[src/rtl/load_store_unit.sv]
// load_store_unit
//   Connects the MEM pipeline stage to a word-wide, big-endian data memory.
//   Accepts one byte/halfword/word load or store at a time. Loads and word
//   stores take a single memory access. Byte/halfword stores are done as a
//   read-modify-write, because the memory writes only whole words.
//
//   Optional feature macro: LSU_ALIGN_CHECK_EN
//     defined   : a misaligned halfword/word request is answered with
//                 resp_error=1 and causes no memory access.
//     undefined : misaligned low address bits are masked; resp_error is 0.
//
// Ports
//   clk, reset          clock, asynchronous active-high reset
//   req_valid/ready     request handshake (ready only while idle)
//   req_write           1 = store, 0 = load
//   req_size            00 byte, 01 halfword, 1x word
//   req_signed          sign-extend loaded data
//   req_addr, req_wdata byte address, right-justified store data
//   resp_valid          one-cycle completion pulse
//   resp_rdata          extended load data (0 for stores/errors)
//   resp_error          misaligned request rejected
//   mem_address         word-aligned memory address (registered)
//   mem_writeData       memory write word (registered)
//   mem_read/mem_write  strobes decoded from the registered state
//   mem_readData        memory read word, valid while mem_read is high
module load_store_unit #(
    parameter int ADDR_W = 32
) (
    input  logic              clk,
    input  logic              reset,
    input  logic              req_valid,
    output logic              req_ready,
    input  logic              req_write,
    input  logic [1:0]        req_size,
    input  logic              req_signed,
    input  logic [ADDR_W-1:0] req_addr,
    input  logic [31:0]       req_wdata,
    output logic              resp_valid,
    output logic [31:0]       resp_rdata,
    output logic              resp_error,
    output logic [ADDR_W-1:0] mem_address,
    output logic [31:0]       mem_writeData,
    output logic              mem_read,
    output logic              mem_write,
    input  logic [31:0]       mem_readData
);

    typedef enum logic [2:0] {
        S_IDLE,
        S_LD_RD,
        S_ST_WR,
        S_RMW_RD,
        S_RMW_WR
    } state_t;

    state_t             r_state;
    logic [1:0]         r_size;
    logic               r_signed;
    logic [1:0]         r_offset;
    logic [31:0]        r_wdata;
    logic               r_resp_valid;
    logic [31:0]        r_resp_rdata;
    logic [ADDR_W-1:0]  r_mem_address;
    logic [31:0]        r_mem_writeData;

    logic               w_is_half;
    logic               w_is_word;
    logic               w_misaligned;
    logic [1:0]         w_offset;
    logic [4:0]         w_shamt;
    logic [31:0]        w_shifted;
    logic [31:0]        w_load_data;
    logic [31:0]        w_lane_mask;
    logic [31:0]        w_lane_data;
    logic [31:0]        w_merged;

    assign w_is_half = (req_size == 2'b01);
    assign w_is_word = req_size[1];

`ifdef LSU_ALIGN_CHECK_EN
    logic r_resp_error;
    assign w_misaligned = (w_is_half && req_addr[0]) ||
                          (w_is_word && (req_addr[1:0] != 2'b00));
    assign resp_error   = r_resp_error;
`else
    assign w_misaligned = 1'b0;
    assign resp_error   = 1'b0;
`endif

    // Byte offset inside the word as it will be used for lane selection;
    // low bits that a halfword/word cannot address are dropped here.
    always_comb begin
        if (w_is_word)      w_offset = 2'b00;
        else if (w_is_half) w_offset = {req_addr[1], 1'b0};
        else                w_offset = req_addr[1:0];
    end

    // Right-shift that brings the addressed big-endian lane down to bit 0.
    // Byte at offset o lives at bit 8*(3-o); 3-o is simply ~o for 2 bits.
    always_comb begin
        case (r_size)
            2'b00:   w_shamt = {~r_offset, 3'b000};
            2'b01:   w_shamt = {~r_offset[1], 4'b0000};
            default: w_shamt = 5'd0;
        endcase
    end

    assign w_shifted = mem_readData >> w_shamt;

    always_comb begin
        case (r_size)
            2'b00:   w_load_data = {{24{r_signed & w_shifted[7]}}, w_shifted[7:0]};
            2'b01:   w_load_data = {{16{r_signed & w_shifted[15]}}, w_shifted[15:0]};
            default: w_load_data = w_shifted;
        endcase
    end

    // Lane mask and positioned store data for the read-modify-write merge.
    always_comb begin
        case (r_size)
            2'b00: begin
                w_lane_mask = 32'h0000_00FF << w_shamt;
                w_lane_data = {24'h0, r_wdata[7:0]} << w_shamt;
            end
            2'b01: begin
                w_lane_mask = 32'h0000_FFFF << w_shamt;
                w_lane_data = {16'h0, r_wdata[15:0]} << w_shamt;
            end
            default: begin
                w_lane_mask = 32'hFFFF_FFFF;
                w_lane_data = r_wdata;
            end
        endcase
    end

    assign w_merged = (mem_readData & ~w_lane_mask) | (w_lane_data & w_lane_mask);

    always_ff @(posedge clk or posedge reset) begin
        if (reset) begin
            r_state         <= S_IDLE;
            r_size          <= 2'b00;
            r_signed        <= 1'b0;
            r_offset        <= 2'b00;
            r_wdata         <= 32'h0;
            r_resp_valid    <= 1'b0;
            r_resp_rdata    <= 32'h0;
            r_mem_address   <= '0;
            r_mem_writeData <= 32'h0;
`ifdef LSU_ALIGN_CHECK_EN
            r_resp_error    <= 1'b0;
`endif
        end else begin
            // Response outputs are single-cycle pulses.
            r_resp_valid <= 1'b0;
            r_resp_rdata <= 32'h0;
`ifdef LSU_ALIGN_CHECK_EN
            r_resp_error <= 1'b0;
`endif
            case (r_state)
                S_IDLE: begin
                    if (req_valid) begin
                        r_size   <= req_size;
                        r_signed <= req_signed;
                        r_offset <= w_offset;
                        r_wdata  <= req_wdata;
                        if (w_misaligned) begin
                            // Rejected without touching memory.
                            r_resp_valid <= 1'b1;
`ifdef LSU_ALIGN_CHECK_EN
                            r_resp_error <= 1'b1;
`endif
                        end else begin
                            r_mem_address <= {req_addr[ADDR_W-1:2], 2'b00};
                            if (!req_write) begin
                                r_state <= S_LD_RD;
                            end else if (w_is_word) begin
                                r_mem_writeData <= req_wdata;
                                r_state         <= S_ST_WR;
                            end else begin
                                r_state <= S_RMW_RD;
                            end
                        end
                    end
                end
                S_LD_RD: begin
                    r_resp_valid <= 1'b1;
                    r_resp_rdata <= w_load_data;
                    r_state      <= S_IDLE;
                end
                S_ST_WR: begin
                    r_resp_valid <= 1'b1;
                    r_state      <= S_IDLE;
                end
                S_RMW_RD: begin
                    r_mem_writeData <= w_merged;
                    r_state         <= S_RMW_WR;
                end
                S_RMW_WR: begin
                    r_resp_valid <= 1'b1;
                    r_state      <= S_IDLE;
                end
                default: r_state <= S_IDLE;
            endcase
        end
    end

    assign req_ready     = (r_state == S_IDLE);
    assign mem_read      = (r_state == S_LD_RD) || (r_state == S_RMW_RD);
    assign mem_write     = (r_state == S_ST_WR) || (r_state == S_RMW_WR);
    assign resp_valid    = r_resp_valid;
    assign resp_rdata    = r_resp_rdata;
    assign mem_address   = r_mem_address;
    assign mem_writeData = r_mem_writeData;

endmodule

[config.mk]
export PLATFORM = sky130hd
export DESIGN_NAME = load_store_unit
export DESIGN_NICKNAME = d
export VERILOG_FILES = /design/src/rtl/load_store_unit.sv
export SDC_FILE = /design/constraint.sdc
export NUM_CORES = 1
export LEC_CHECK = 0
export BUFFER_PORTS_ARGS = -buffer_cell sky130_fd_sc_hd__buf_2
export CORE_ASPECT_RATIO = 2
export CORE_UTILIZATION = 35
export CTS_CLUSTER_DIAMETER = 200
export CTS_CLUSTER_SIZE = 25
export DETAILED_ROUTE_END_ITERATION = 6
export SYNTH_ARGS = -nofsm -noshare
export SYNTH_HDL_FRONTEND = slang
export SYNTH_SLANG_ARGS = --single-unit
export TNS_END_PERCENT = 5
[constraint.sdc]
create_clock -name clk -period 7.3 [get_ports clk]
set_clock_uncertainty 0.15 [all_clocks]
set_input_delay 1.095 -clock clk [delete_from_list [all_inputs] [get_ports clk]]
set_output_delay 1.095 -clock clk [all_outputs]
set_load 0.02 [all_outputs]
==> results of run 1 <==
[metal layers]
metal	wire, µm	up-vias	GRT usage
met5	0	-	0
met4	946	0	0.147
met3	925	48	0.0490
met2	11200	200	0.409
met1	7630	2668	0.250
li1	-	2659	-
[critical path: cells and delay by family (launching register included)]
family	cells	cell delay (ns)
AOI/OAI and AO/OA	4	1.76
DFF	1	0.63
and+or+nand+nor	1	0.44
[report_power, final]
| group | switching (W) | total [W] | internal (W) |
|---|---|---|---|
| clock | 0.000337 | 0.000856 | 0.000519 |
| combinational | 0.000465 | 0.000704 | 0.000239 |
| sequential | 0.000115 | 0.00102 | 0.000902 |
| total | 0.000917 | 0.00258 | 0.00166 |
[cells in the final DEF (no fill, tap or decap), types with 7 or more instances in the layout]
master	instances
a21oi_1	45
nand3_1	7
o31ai_1	13
o221a_2	8
o21ai_0	30
a221o_1	8
o221ai_1	8
and2_1	15
nand2_1	210
buf_2	200
dfrtp_1	135
a211oi_1	9
o22ai_1	9
clkbuf_16	17
nor2_1	36
a21oi_2	11
a31oi_1	8
nor3b_1	9
mux2i_1	10
inv_1	18
[kinds of logic (layout without fill, tap and decap cells)]
logic type,after synthesis,in the layout,synth area share
mux,15,15,0.0339
xor+xnor,1,1,0.00140
flops,135,135,0.539
simple gates,298,298,0.201
other cells,1,6,0.000598
buf+inv,69,257,0.0497
compound gates,160,160,0.174
[area by class of cell]
| type | instances | area, µm² | area share |
|---|---|---|---|
| antenna | 3 | 7.51 | 0.000944 |
| clock buffer | 20 | 457 | 0.0575 |
| clock inverter | 12 | 128 | 0.0161 |
| inverter | 19 | 76.3 | 0.00960 |
| multi-input combinational | 477 | 2590 | 0.326 |
| sequential | 135 | 3380 | 0.425 |
| tap | 210 | 263 | 0.0331 |
| timing repair buffer | 206 | 1050 | 0.132 |
[cells in the mapped netlist (all sizes together), types with 2 or more instances]
cell	n
a211oi	9
a21o	4
a21oi	56
a221o	8
a31oi	8
and2	16
buf	21
clkbuf	29
dfrtp	135
inv	19
mux2i	10
mux4	5
nand2	211
nand3	7
nand3b	2
nor2	37
nor2b	6
nor3	3
nor3b	9
o21ai	31
o221a	8
o221ai	9
o22ai	9
o31ai	13
or2	3
or4b	2
[sequential cells by signal, indices dropped and copies added, names as in the netlist]
name,cells
mem_writeData,32
r_signed,1
resp_valid,1
r_state,3
mem_address,30
r_offset,2
r_wdata,32
r_size,2
resp_rdata,32
[path summary, 6_finish.rpt]
kind	startpoint	to	slack, ns	cells after the start
worst max-delay path	r_size[0]	resp_rdata[16]	4.23	5
worst min-delay path	mem_address[24]	mem_address[24]	0.32	2
worst max register to register	r_size[0]	resp_rdata[16]	4.23	5
worst min register to register	mem_address[24]	mem_address[24]	0.32	2
max in group asynchronous	reset	resp_rdata[29]	5.01	3
min in group asynchronous	reset	mem_writeData[16]	0.58	2
[metrics by stage]
| stage | hold WS (ns) | instances | instance area [µm²] | util |
|---|---|---|---|---|
| detailed placement | 0.307 | 1047 | 7360 | 0.424 |
| global placement | 0.303 | 1047 | 7360 | 0.424 |
| finish | 0.315 | 1082 | 7950 | 0.458 |
| floorplan | 0.296 | 681 | 6280 | - |
| CTS | 0.322 | 1079 | 7940 | 0.458 |
| global route | 0.340 | 1082 | 7950 | 0.458 |
==> metrics.csv, run 1 <==
stage;metric;value;unit
run_status;status;complete, no violations;
logic_synthesis;synthFlopType;dfrtp_1;
logic_synthesis;synth.distinct_cells;44;
cts;postCtsSetupBuffers;0;
route;drt-pass1-iter-count;4;
cells_and_area;drive_gt1_frac;0.314;
die;dieWidth;96.7;µm
route;num_vias;5575;
sta;finalSetupTns;0;ns
placement;gp_congestion;0.862;
logic_synthesis;yosysTopAreaCell;dfrtp_1;
logic_synthesis;seq_area_frac_synth;0.539;
sta;setup_viol;0;
sta;fin_crit;3.07;ns
cts;cts-root-buf;clkbuf_16;
sta;timing_worst_slew_pin_value;1.16;ns
die;die_h;191;µm
logic_synthesis;syn_avg_cell_area;9.24;µm²
setup_path;path_cells;or2_2, a21oi_1, o221ai_2, o31a_4, a21oi_1;
cts;post_cts_resized;0;
cts;clock_path_buffers;2;
logic_synthesis;yosys_warnings;0;
power;power_density;324;nW/µm²
route;drt_iter0_markers;292;
setup_path;cpPeakStageDelay;0.92;ns
setup_path;cp.required;7.49;ns
sta;setup_slack;4.23;ns
global_routing;grt_max_degree;78;
setup_path;worstSetupPathType;flip-flop to flip-flop;
placement;hpwlAfterDp;15300;µm
sta;slew_violations;0;
power;ir_worst_vdd;0.000163;V
placement;pre_cts_ws;3.88;ns
cts;insertion_delay;0.42;ns
route;via_per_inst;5.15;
hold_path;hold_path.class;flip-flop to flip-flop;
cts;worst_setup_hold_path_clk_slew;0.06;ns
route;drc;0;
sta;slew_headroom;0.227;
global_routing;grt_pass1_wl;32300;µm
route;antenna_left;0;
cts;cts_buffers;17;
setup_path;cp_max_fo;26;
route;wl_per_cell;19.2;µm
setup_path;crit_arrival;3.26;ns
setup_path;endpoint_kind;flip-flop;
cells_and_area;final_nets;959;
placement;io_buffers;200;
cts;cts_tree;done;
sta;fin_crit_sh;0.421;
logic_synthesis;syn_inst;679;
logic_synthesis;async_flop_share;1.00;
cells_and_area;nFillCells;1789;
logic_synthesis;syn_area;6270;µm²
cells_and_area;area_growth;26.7;%
die;core_area;17400;µm²
run;cap_violations;0;
logic_synthesis;synth_edf_count;0;
setup_path;slowest_stage;a21oi_1;
global_routing;antenna_found_initial;3;
cts;ctsHoldBuffers;0;
sta;fmax;0.326;GHz
logic_synthesis;synth_top_area_frac;0.539;
die;die_area;18500;µm²
logic_synthesis;synth-seq-cells;135;
route;wl;20700;µm
setup_path;start_kind;flip-flop;
die;io_pins;204;
logic_synthesis;yosys-top-cells-area;dfrtp_1 (54%), nand2_1 (13%), a21oi_1 (3.6%);
sta;finalHoldViolations;0;
die;initial_core_util;0.361;
die;rows;68;
setup_path;cpMostUsedCell;a21oi_1;
cts;cts.sinks;135;
global_routing;grt-ovfl-total;0;
power;p_leak;4.15;nW
global_routing;grtUsageTotal;0.232;
global_routing;grt_pass1_vias;5684;
power;p_total;0.00258;W
cts;cts-htree-levels;4;
sta;rsz0062_at_grt;no;
Power figures use the tool's default switching activity.
==> inputs of run 2 (changes only) <==
ABC_AREA = 1   (was not set)
clock period = 2.8 ns   (was 7.3 ns; I/O delays follow)
==> run 2 against run 1 <==
The run now ends with design-rule violations left. Sequential power rose to 2.5 times the previous value. Count of clock-buffer cells in the layout up 1. Non-clock buffer count up 8. Worst setup slack worse by 3.6 ns. Largest power group unchanged.
==> metrics.csv, run 2 <==
stage;metric;value;unit
placement;hpwlAfterDp;15700;µm
logic_synthesis;yosysTopAreaCell;dfrtp_1;
sta;setup_slack;0.601;ns
cts;cts.sinks;135;
route;via_per_inst;4.93;
cts;postCtsSetupBuffers;0;
cells_and_area;ff_latch_area;3380;µm²
sta;setup_viol;0;
logic_synthesis;synthFlopType;dfrtp_1;
run_status;status;finished, violations left;
die;dieWidth;98.3;µm
die;rows;70;
sta;fin_hold_ws;0.0270;ns
placement;pre_cts_ws;0.616;ns
power;power_density;834;nW/µm²
die;die_area;19100;µm²
die;core_area;18200;µm²
power;p_total;0.00686;W
sta;fmax;0.455;GHz
logic_synthesis;async_flop_share;1.00;
cells_and_area;drive_gt1_frac;0.276;
logic_synthesis;synth_top_area_frac;0.520;
cells_and_area;area_growth;26.6;%
setup_path;r2r_end;mem_writeData[23];
die;initial_core_util;0.357;
logic_synthesis;synth.distinct_cells;28;
cells_and_area;multi_input_area;2650;µm²
setup_path;worstReg2RegStart;r_size[1];
hold_path;hold_path_end;r_state[0];
global_routing;grt_pass1_vias;6063;
setup_path;endpoint_kind;flip-flop;
cts;cts-htree-levels;4;
hold_path;hold_depth;2;
route;antenna_left;0;
cells_and_area;final_common_cell;nand2_1;
run_status;violations;design-rule violations;
sta;finalHoldViolations;0;
cts;cts_buffers;17;
logic_synthesis;syn_area;6500;µm²
global_routing;antenna_found_initial;1;
setup_path;cp_max_fo;29;
route;wl;21200;µm
cts;post_cts_resized;0;
logic_synthesis;synthMostInstantiatedCell;nand2_1;
route;wl_per_cell;17.3;µm
cells_and_area;diodes;0;
logic_synthesis;syn_inst;814;
sta;finalSetupTns;0;ns
logic_synthesis;yosys-top-cells-area;dfrtp_1 (52%), nand2_1 (16%), a21oi_1 (8.2%);
placement;dp_cells;1196;
cts;cts_tree;done;
sta;fin_crit_sh;0.786;
global_routing;grt-ovfl-total;0;
run;cap_violations;0;
cts;worst_setup_hold_path_clk_slew;0.06;ns
sta;rsz0062_at_grt;no;
global_routing;grtUsageTotal;0.229;
power;p_leak;4.40;nW
sta;fin_crit;2.20;ns
sta;slew_headroom;0.535;
setup_path;crit_arrival;2.35;ns
cells_and_area;layout_common_cells;nand2_1 (279), buf_2 (200), dfrtp_1 (135);
logic_synthesis;seq_area_frac_synth;0.520;
route;drc;15;
cts;insertion_delay;0.43;ns
global_routing;grt_pass1_wl;32900;µm
route;drt-pass1-iter-count;7;
setup_path;worstSetupPathType;flip-flop to flip-flop;
die;io_pins;204;
route;num_vias;6043;
placement;io_buffers;200;
sta;timing_worst_slew_pin_value;0.698;ns
cells_and_area;nFillCells;1903;
cts;clock_path_buffers;2;
logic_synthesis;synth_edf_count;0;
route;drt_iter0_markers;334;
hold_path;hold_path.class;primary input to flip-flop;
setup_path;r2r_cells;8;
cts;ctsHoldBuffers;1;
logic_synthesis;synth_commonest_cells;nand2_1 (280), dfrtp_1 (135), a21oi_1 (107);
logic_synthesis;synth-seq-cells;135;
logic_synthesis;syn_avg_cell_area;7.98;µm²
cells_and_area;final_nets;1103;
cells_and_area;final_cells;1227;
setup_path;start_kind;flip-flop;
logic_synthesis;yosys_warnings;0;
placement;gp_congestion;0.886;
setup_path;reg2reg_slack;0.60;ns
setup_path;cp.required;2.95;ns
sta;slew_violations;0;
global_routing;grt_max_degree;86;
cts;cts-root-buf;clkbuf_16;
hold_path;worstHoldStart;req_size[1];
die;die_h;195;µm
power;ir_worst_vdd;0.000446;V
run 2: cell types whose count changed after synthesis, sizes merged, moves of 10 or more:
cell | before | now
nor2 | 37 | 72
o21ai | 31 | 59
a21oi | 56 | 107
inv | 19 | 56
nand3 | 7 | 26
nand2 | 211 | 283
mux2i | 10 | 0
o31ai | 13 | 0
o211ai | 1 | 14
and2 | 16 | 0
run 2: cell type report:
class,count,share of cell area
clock buffer,21,0.0560
multi-input combinational,574,0.322
inverter,58,0.0271
sequential,135,0.411
clock inverter,9,0.0125
timing repair buffer,214,0.139
tap,216,0.0329
run 2: cells by family after synthesis:
kind of cell	Yosys count	synth area share
compound gates	188	0.159
simple gates	383	0.246
other cells	1	0.000577
buf+inv	107	0.0745
flops	135	0.520
run 2: how the worst max path moves through the flow:
| stage | from | endpoint | slack, ns | cells after the start |
|---|---|---|---|---|
| final | r_size[1] | mem_writeData[23] | 0.60 | 8 |
| after global routing | r_size[1] | mem_writeData[23] | 0.50 | 8 |
| after CTS | r_size[1] | mem_writeData[23] | 0.61 | 8 |
| after detailed placement | r_size[1] | mem_writeData[23] | 0.62 | 8 |
| after global placement | r_size[1] | mem_writeData[23] | 0.64 | 8 |
| after floorplan | reset | mem_address[10] | 0.55 | 1 |
run 2: power by group:
part | switching, W | internal (W)
logic | 0.00142 | 0.000660
registers | 0.000243 | 0.00235
clock network | 0.000854 | 0.00134
total | 0.00251 | 0.00435
run 2: per-layer routing:
metal / vias to the layer above / track usage / wire (µm)
met4: 0 / 0.143 / 1190
met3: 61 / 0.0543 / 1260
li1: 2973 / - / -
met5: - / 0 / 0
met2: 226 / 0.412 / 11100
met1: 2783 / 0.237 / 7700
run 2: per-stage QoR:
stage          utilization  instance area [µm²]
2_1_floorplan            -                 6510
6_report             0.452                 8230
5_1_grt              0.452                 8230
3_3_place_gp         0.420                 7650
3_5_place_dp         0.420                 7650
4_1_cts              0.452                 8230
run 2: worst max-delay path, stage by stage, from the launching register on:
cell and delay [ns]:
dfrtp_1 0.65, nor2_8 0.16, inv_2 0.15, buf_4 0.34, nor2_4 0.11, nand2_1 0.14
nand3_1 0.10, o21ai_0 0.20, nand2_1 0.07
